**config.mk**
```make
export PLATFORM = sky130hd
export DESIGN_NAME = iterative_multiplier_flat
export DESIGN_NICKNAME = d
export VERILOG_FILES = /design/src/rtl/mul_pkg.sv /design/src/rtl/iterative_multiplier_if.sv /design/src/rtl/mul_step.sv /design/src/rtl/iterative_multiplier.sv /design/src/flat_wrapper.sv
export SDC_FILE = /design/constraint.sdc
export NUM_CORES = 1
export LEC_CHECK = 0
export BUFFER_PORTS_ARGS = -buffer_cell sky130_fd_sc_hd__buf_4
export CAP_MARGIN = 40
export CORE_MARGIN = 2
export CORE_UTILIZATION = 59
export DETAILED_ROUTE_END_ITERATION = 12
export HOLD_SLACK_MARGIN = 0.12
export PLACE_DENSITY_LB_ADDON = 0.3
export SLEW_MARGIN = 30
export SYNTH_ARGS = -nofsm -noshare
export SYNTH_HDL_FRONTEND = slang
export SYNTH_SLANG_ARGS = --single-unit
```
**constraint.sdc**
```tcl
create_clock -name Clk -period 3.3 [get_ports Clk]
set_input_delay 0.66 -clock Clk [delete_from_list [all_inputs] [get_ports Clk]]
set_output_delay 0.66 -clock Clk [all_outputs]
set_load 0.05 [all_outputs]
```
**src/rtl/mul_pkg.sv**
```systemverilog
// Shared definitions for the iterative shift-add multiplier.
package mul_pkg;

    typedef enum logic [1:0] {
        MUL_IDLE,
        MUL_RUN,
        MUL_DONE
    } mul_state_t;

    localparam logic [4:0] XZR_IDX       = 5'd31;
    localparam int         MUL_WIDTH_DEF = 64;

endpackage

```
**src/rtl/iterative_multiplier_if.sv**
```systemverilog
// Operand request / write-back bundle between the control unit and the multiplier.
interface iterative_multiplier_if #(
    parameter int WIDTH = 64
);
    logic             Start;
    logic [WIDTH-1:0] OpA;
    logic [WIDTH-1:0] OpB;
    logic [4:0]       Rd;
    logic             HighSel;
    logic             Busy;
    logic [WIDTH-1:0] Result;
    logic [4:0]       RW;
    logic             RegWr;

    modport master (
        output Start, OpA, OpB, Rd, HighSel,
        input  Busy, Result, RW, RegWr
    );

    modport slave (
        input  Start, OpA, OpB, Rd, HighSel,
        output Busy, Result, RW, RegWr
    );
endinterface

```
**src/rtl/mul_step.sv**
```systemverilog
// One shift-add iteration: conditionally accumulate the multiplicand, then shift both operands.
module mul_step #(
    parameter int AW    = 64,
    parameter int WIDTH = 64
) (
    input  logic [AW-1:0]    acc,
    input  logic [AW-1:0]    mcand,
    input  logic [WIDTH-1:0] mplier,
    output logic [AW-1:0]    acc_next,
    output logic [AW-1:0]    mcand_next,
    output logic [WIDTH-1:0] mplier_next
);

    always_comb begin
        acc_next    = mplier[0] ? (acc + mcand) : acc;
        mcand_next  = mcand << 1;
        mplier_next = mplier >> 1;
    end

endmodule

```
**src/rtl/iterative_multiplier.sv**
```systemverilog
// Multi-cycle unsigned shift-add multiplier (MUL, optionally UMULH) with start/busy handshake.
// Optional feature: define MUL_UMULH_EN for a double-width datapath and high-half selection.
module iterative_multiplier
    import mul_pkg::*;
#(
    parameter int WIDTH = MUL_WIDTH_DEF,
    parameter int CNTW  = $clog2(WIDTH)
) (
    input  logic                  Clk,
    input  logic                  ResetL,
    iterative_multiplier_if.slave bus
);

`ifdef MUL_UMULH_EN
    localparam int AW = 2 * WIDTH;
`else
    localparam int AW = WIDTH;
`endif

    mul_state_t       state, state_next;
    logic [AW-1:0]    acc, mcand, acc_step, mcand_step;
    logic [WIDTH-1:0] mplier, mplier_step;
    logic [WIDTH-1:0] result, result_next;
    logic [CNTW-1:0]  cnt;
    logic [4:0]       rd_lat, rw;
    logic             busy, regwr;
    logic             accept, last;

    mul_step #(.AW(AW), .WIDTH(WIDTH)) u_step (
        .acc         (acc),
        .mcand       (mcand),
        .mplier      (mplier),
        .acc_next    (acc_step),
        .mcand_next  (mcand_step),
        .mplier_next (mplier_step)
    );

`ifdef MUL_UMULH_EN
    logic hi_lat;
    assign result_next = hi_lat ? acc_step[AW-1:WIDTH] : acc_step[WIDTH-1:0];
`else
    logic unused_highsel;
    assign unused_highsel = bus.HighSel;
    assign result_next    = acc_step[WIDTH-1:0];
`endif

    always_comb begin
        state_next = state;
        accept     = 1'b0;
        last       = 1'b0;
        case (state)
            MUL_IDLE: begin
                if (bus.Start) begin
                    accept     = 1'b1;
                    state_next = MUL_RUN;
                end
            end
            MUL_RUN: begin
                // Counter value WIDTH-1 marks the final multiplier bit
                if (cnt == CNTW'(WIDTH - 1)) begin
                    last       = 1'b1;
                    state_next = MUL_DONE;
                end
            end
            MUL_DONE: state_next = MUL_IDLE;
            default:  state_next = MUL_IDLE;
        endcase
    end

    always_ff @(posedge Clk or negedge ResetL) begin
        if (!ResetL) begin
            state <= MUL_IDLE;
        end else begin
            state <= state_next;
        end
    end

    always_ff @(posedge Clk or negedge ResetL) begin
        if (!ResetL) begin
            acc    <= '0;
            mcand  <= '0;
            mplier <= '0;
            cnt    <= '0;
            rd_lat <= '0;
            rw     <= '0;
            result <= '0;
            busy   <= 1'b0;
            regwr  <= 1'b0;
`ifdef MUL_UMULH_EN
            hi_lat <= 1'b0;
`endif
        end else if (accept) begin
            acc    <= '0;
            mcand  <= AW'(bus.OpA);
            mplier <= bus.OpB;
            cnt    <= '0;
            rd_lat <= bus.Rd;
            busy   <= 1'b1;
`ifdef MUL_UMULH_EN
            hi_lat <= bus.HighSel;
`endif
        end else if (state == MUL_RUN) begin
            acc    <= acc_step;
            mcand  <= mcand_step;
            mplier <= mplier_step;
            cnt    <= cnt + CNTW'(1);
            if (last) begin
                result <= result_next;
                rw     <= rd_lat;
                // XZR destination completes silently
                regwr  <= (rd_lat != XZR_IDX);
            end
        end else if (state == MUL_DONE) begin
            regwr <= 1'b0;
            busy  <= 1'b0;
        end
    end

    assign bus.Busy   = busy;
    assign bus.Result = result;
    assign bus.RW     = rw;
    assign bus.RegWr  = regwr;

endmodule

```
**src/flat_wrapper.sv**
```systemverilog
// flat-port wrapper written by rule: the top's interface ports become plain ports
module iterative_multiplier_flat import mul_pkg::*;
#(
    parameter int WIDTH = MUL_WIDTH_DEF,
    parameter int CNTW  = $clog2(WIDTH)
)
  (Clk, ResetL, bus_Start, bus_OpA, bus_OpB, bus_Rd, bus_HighSel, bus_Busy, bus_Result, bus_RW, bus_RegWr);
  iterative_multiplier_if #(.WIDTH(WIDTH)) bus_i ();
  input  logic Clk;
  input  logic ResetL;
  input wire logic [$bits(bus_i.Start)-1:0] bus_Start;
  input wire logic [$bits(bus_i.OpA)-1:0] bus_OpA;
  input wire logic [$bits(bus_i.OpB)-1:0] bus_OpB;
  input wire logic [$bits(bus_i.Rd)-1:0] bus_Rd;
  input wire logic [$bits(bus_i.HighSel)-1:0] bus_HighSel;
  output wire logic [$bits(bus_i.Busy)-1:0] bus_Busy;
  output wire logic [$bits(bus_i.Result)-1:0] bus_Result;
  output wire logic [$bits(bus_i.RW)-1:0] bus_RW;
  output wire logic [$bits(bus_i.RegWr)-1:0] bus_RegWr;
  assign bus_i.Start = bus_Start;
  assign bus_i.OpA = bus_OpA;
  assign bus_i.OpB = bus_OpB;
  assign bus_i.Rd = bus_Rd;
  assign bus_i.HighSel = bus_HighSel;
  assign bus_Busy = bus_i.Busy;
  assign bus_Result = bus_i.Result;
  assign bus_RW = bus_i.RW;
  assign bus_RegWr = bus_i.RegWr;
  iterative_multiplier #(.WIDTH(WIDTH), .CNTW(CNTW)) u_core (.Clk(Clk), .ResetL(ResetL), .bus(bus_i));
endmodule
```
After elaboration in Yosys (flattened, before gate mapping). Index checks and enable logic that the tools add are counted.

Add/sub/neg operators: 2. Equality and inequality tests: 8. Multiplexer cells: 21. Bitwise operators: 1. Reductions and logical operators: 8.

Operators by type and width (count): $mux W64 (7); $add A64 B64 Y64 (1); $mux W6 (2); $mux W1 (9); $add A6 B1 Y6 const B (1); $eq A6 B6 Y1 const B (1); $ne A2 B1 Y1 const B (3); $reduce_and A3 Y1 (2); $reduce_bool A2 Y1 (3); $ne A5 B5 Y1 const B (1); $mux W2 (2); $pmux W2 S2 (1); $reduce_and A2 Y1 (2); $eq A2 B1 Y1 const B (1); $eq A2 B2 Y1 const B (1); $logic_not A2 Y1 (1); $ne A2 B2 Y1 const B (1); $not A1 Y1 (1).

Register bits: 276. Input bits: 137. Output and inout port bits: 71. Logic and storage cells: 50.

Logic depth before layout (Yosys ltp).
Word-level depth: 5. Gate-level depth with buffers: 14. Gate-level depth less buffers: 14.

Modules after synthesis. Synthesis repeated with hierarchy kept, for this count alone.

Cells, all modules: 1844. Area, all modules: 16659.7 um^2.

By module, submodules not included: iterative_multiplier (times used 1, cells an instance 1050, area an instance 11043.1 um^2); mul_step (times used 1, cells an instance 794, area an instance 5616.6 um^2).

Worst setup path before layout. OpenSTA, ideal clock, no wires.

Path type: flip-flop to flip-flop. Start: register u_core.mcand[0]. End: register u_core.result[60], in the netlist u_core.bus.Result[60]. Library setup time: 0.076 ns. Arrival: 2.784 ns. Slack: 0.440 ns. Stages on the path, launching flop included: 15. Cells stage by stage: dfrtp_1 > ha_1 > inv_1 > fa_1 > nor2b_1 > o211ai_1 > a21oi_2 > o2111a_1 > o2111ai_1 > a31oi_1 > a41oi_1 > o21bai_1 > xor2_1 > mux2i_1 > o21ai_1.

Word-level cells in the longest chain between the ends: 2.

Ends and longest elaborated chain: start, declared (RTL line iterative_multiplier.sv:21) `logic [AW-1:0] acc, mcand, acc_step, mcand_step;`; start signal, assigned (RTL line iterative_multiplier.sv:94) `mcand <= AW'(bus.OpA);`; start signal, assigned (RTL line iterative_multiplier.sv:104) `mcand <= mcand_step;`; $add A64 B64 Y64 (RTL line mul_step.sv:15) `acc_next = mplier[0] ? (acc + mcand) : acc;`; $mux W64 (RTL line mul_step.sv:15); end signal, assigned (RTL line iterative_multiplier.sv:108) `result <= result_next;`; end, declared (RTL line iterative_multiplier.sv:23) `logic [WIDTH-1:0] result, result_next;`.

No other way between the ends. A chain may end at the register's enable or synchronous reset.

Final worst setup path.
Start: register u_core.acc[0]. End: register u_core.result[60], in the netlist u_core.bus.Result[60].

Word-level cells in the longest chain between the ends: 2.

Ends and longest elaborated chain: start, declared (RTL line iterative_multiplier.sv:21); start signal, assigned (RTL line iterative_multiplier.sv:103) `acc <= acc_step;`; $add A64 B64 Y64 (RTL line mul_step.sv:15); $mux W64 (RTL line mul_step.sv:15).

No other way between the ends.

==> flow_summary.json <==
{
  "grt_max_degree": 106,
  "drt-initial-drc-count": 1101,
  "p_switching_uw": 8000,
  "ff2ff_setup_slack_ns": 0.11,
  "clockBufferDepth": 3,
  "hold_path_class": "in2async",
  "final-setup-viol-count": 0,
  "synth-edff-count": 0,
  "cp-start-kind": "flip-flop",
  "yosys_warnings": 0,
  "slowest_stage": "dfrtp_1",
  "place_congestion": 0.931,
  "violations": "design-rule violations",
  "multi_input_area_um2": 8550,
  "vias": 13483,
  "maxCapViolCount": 0,
  "fin_util": 0.728,
  "p_int_uw": 10500,
  "core_um2": 26100,
  "layout-drive-gt1-share": 0.183,
  "finalCriticalPeriod_ns": 3.19,
  "fmax_ghz": 0.313,
  "cellPowerDensity_nw_per_um2": 971,
  "power_frac_comb": 0.520,
  "dieWidth_um": 167,
  "antenna_found_initial": 0,
  "synthesis.nets": 1966,
  "fp.dieH_um": 167,
  "crit_arrival_ns": 3.67,
  "synth.most_common_cell": "nand2_1",
  "portBuffers": 206,
  "diodes": 0,
  "grt_usage": 0.282,
  "grt_pass1_wl_um": 65500,
  "cts_sinks": 276,
  "async_reset_ff_frac": 1.00,
  "grt_pass1_vias": 13343,
  "wl_um": 40200,
  "path_class": "reg2reg",
  "synth.avg_cell_area_um2": 8.96,
  "slew_viol_final": 0,
  "sw_frac_of_total": 0.433,
  "worst_setup_path_end_kind": "flip-flop",
  "synthesis.area_um2": 15800,
  "synthDistinctLibCells": 67,
  "netlist_instances": 1759,
  "max_stage_delay_ns": 0.36,
  "worst_pin_slew_ns": 0.793,
  "htreeDepth": 1,
  "crit_family": "compound AO/OA/AOI/OAI gates",
  "gr-total-overflow": 0,
  "finClkSkew_ns": 0.0129,
  "rsz0062_at_grt": "true",
  "synth_top_area_frac": 0.438,
  "fill_cells": 1935,
  "clkPwrFrac": 0.178,
  "clkTransAtPathRegs_ns": 0.07,
  "routed_via_density": 5.86,
  "worst_ep_required_time_ns": 3.78,
  "dr.pass1.iters": 9,
  "ys_seq_area_frac": 0.438,
  "post-route-period-util": 0.967,
  "layout_setup_ws_ns": 0.108,
  "rows": 59,
  "max-vdd-ir-drop_mv": 0.520,
  "cp_max_fo": 3,
  "avgRoutedWirePerCell_um": 17.5,
  "cp_cell_sequence": "ha_2, inv_1, fa_2, nor2b_2, o211ai_1, a21oi_2, buf_4, o2111a_2, o2111ai_4, a31oi_4, a41oi_2, o21bai_1, xor2_1, mux2i_1, o21ai_1",
  "ys_top_cells_by_area": "dfrtp_1 (44%), mux2i_1 (10%), nand2_1 (9.0%), o21ai_0 (6.2%), ha_1 (5.5%)",
  "register_area_um2": 6910,
  "die_area_um2": 28000,
  "pre_cts_ws_ns": -0.0779,
  "dpl.cell_count": 2236,
  "root_buffer": "clkbuf_16",
  "io_pins": 208,
  "area_delta_synth_final_pct": 20.7,
  "cts_hold_buf": 0,
  "start_util": 0.603,
  "synth_commonest_cells": "nand2_1 (376), dfrtp_1 (276), o21ai_0 (194), mux2i_1 (165), a21oi_1 (157)",
  "hpwlAfterDp_um": 28100,
  "synth-main-ff-cell": "dfrtp_1",
  "yosysTopAreaCell": "dfrtp_1",
  "instances_no_fill": 2299,
  "cts_buffers": 29,
  "slew_headroom": 0.472,
  "cts_tree": "done",
  "finalNetCount": 2151,
  "drc_errors": 9,
  "crit_buf_inv": 2,
  "finalHoldViolCount": 0,
  "status": "complete, but fails checks",
  "clock_latency_ns": 0.56,
  "p_leak_uw": 0.00924,
  "share_seq_of_total_power": 0.302,
  "ys_ff_latch": 276,
  "ant_nets": 0
}
## cell families after synthesis
kind of cell	after synthesis	share of synthesized area
AO/OA/AOI/OAI	510	0.190
XOR/XNOR	66	0.0367
adder cells (fa/ha/maj)	70	0.0561
buffers and inverters	134	0.0332
flip-flops	276	0.438
multiplexers	166	0.106
AND/OR/NAND/NOR	537	0.141
## worst paths after layout
path                                        from  cells past startpoint                     to
setup / recovery                   u_core.acc[0]                     15  u_core.bus.Result[60]
hold / removal                            ResetL                      1         u_core.acc[37]
setup reg to reg                   u_core.acc[0]                     15  u_core.bus.Result[60]
hold reg to reg            u_core.bus.Result[20]                      2  u_core.bus.Result[20]
max in group asynchronous                 ResetL                      2      u_core.mplier[53]
min in group Clk                       bus_Rd[1]                      3       u_core.rd_lat[1]
## per-stage QoR
stage | cell area (µm²) | setup TNS, ns | hold WS (ns) | power [µW]
detailed placement | 17800 | -0.214 | 0.470 | 14700
finish | 19000 | 0 | 0.133 | 18500
global placement | 17800 | 0 | 0.462 | 14400
floorplan | 15800 | 0 | 0.364 | 12300
CTS | 18700 | 0 | 0.154 | 18100
global route | 19000 | -0.418 | 0.173 | 19900
## power groups by stage
| stage | combinational [µW] | sequential [µW] | clock, µW |
|---|---|---|---|
| global route | 10700 | 5720 | 3480 |
| global placement | 8850 | 5510 | 0 |
| floorplan | 7090 | 5240 | 0 |
| CTS | 9250 | 5530 | 3340 |
| detailed placement | 9160 | 5570 | 0 |
| finish | 9610 | 5570 | 3290 |
## metal layers
metal  part of all wire  GRT usage
met3              0.065     0.0473
met1               0.44      0.387
met2               0.46      0.462
met5                  0          0
met4              0.032     0.0888
## timing repair
action / CTS / global route
gates resized for setup: 3 / 33
setup buffers: 0 / 12
setup endpoints to repair: 8 / 34
pin swaps: 1 / 16
hold endpoints to repair: 0 / 0
## area by class of cell
type,instances,share of cell area
clock buffer,41,0.0426
clock inverter,10,0.00750
tap,335,0.0220
multi-input combinational,1349,0.450
timing repair buffer,267,0.111
sequential,276,0.363
inverter,21,0.00414
## sequential cells by signal (all words and copies together), names as in the netlist
register	flops
u_core.cnt	6
u_core.mplier	64
u_core.rd_lat	5
u_core.acc	64
u_core.bus.Result	64
u_core.bus.RW	5
u_core.state	2
u_core.mcand	64
u_core.bus.Busy	1
u_core.bus.RegWr	1
## layout by cell type, fill, tap and decap left out, types with 6 or more instances in the layout
cell,synthesis,final
nand2_1,376,376
dfrtp_1,276,275
buf_4,1,258
o21ai_0,194,194
mux2i_1,165,165
a21oi_1,157,154
nor2_1,79,79
ha_1,69,61
a21o_1,44,44
xnor2_1,37,37
clkbuf_16,0,29
xor2_1,29,28
o21ai_1,27,24
inv_1,21,21
nand4_1,20,20
a211oi_1,18,17
and3_1,12,12
nand3_1,14,12
o21bai_1,11,10
clkbuf_1,87,8
a31oi_1,8,7
o211ai_1,7,7
a21oi_2,3,6
nand2b_1,6,6
buf_12,0,6
Note: power is estimated with default switching activity, not from simulation.
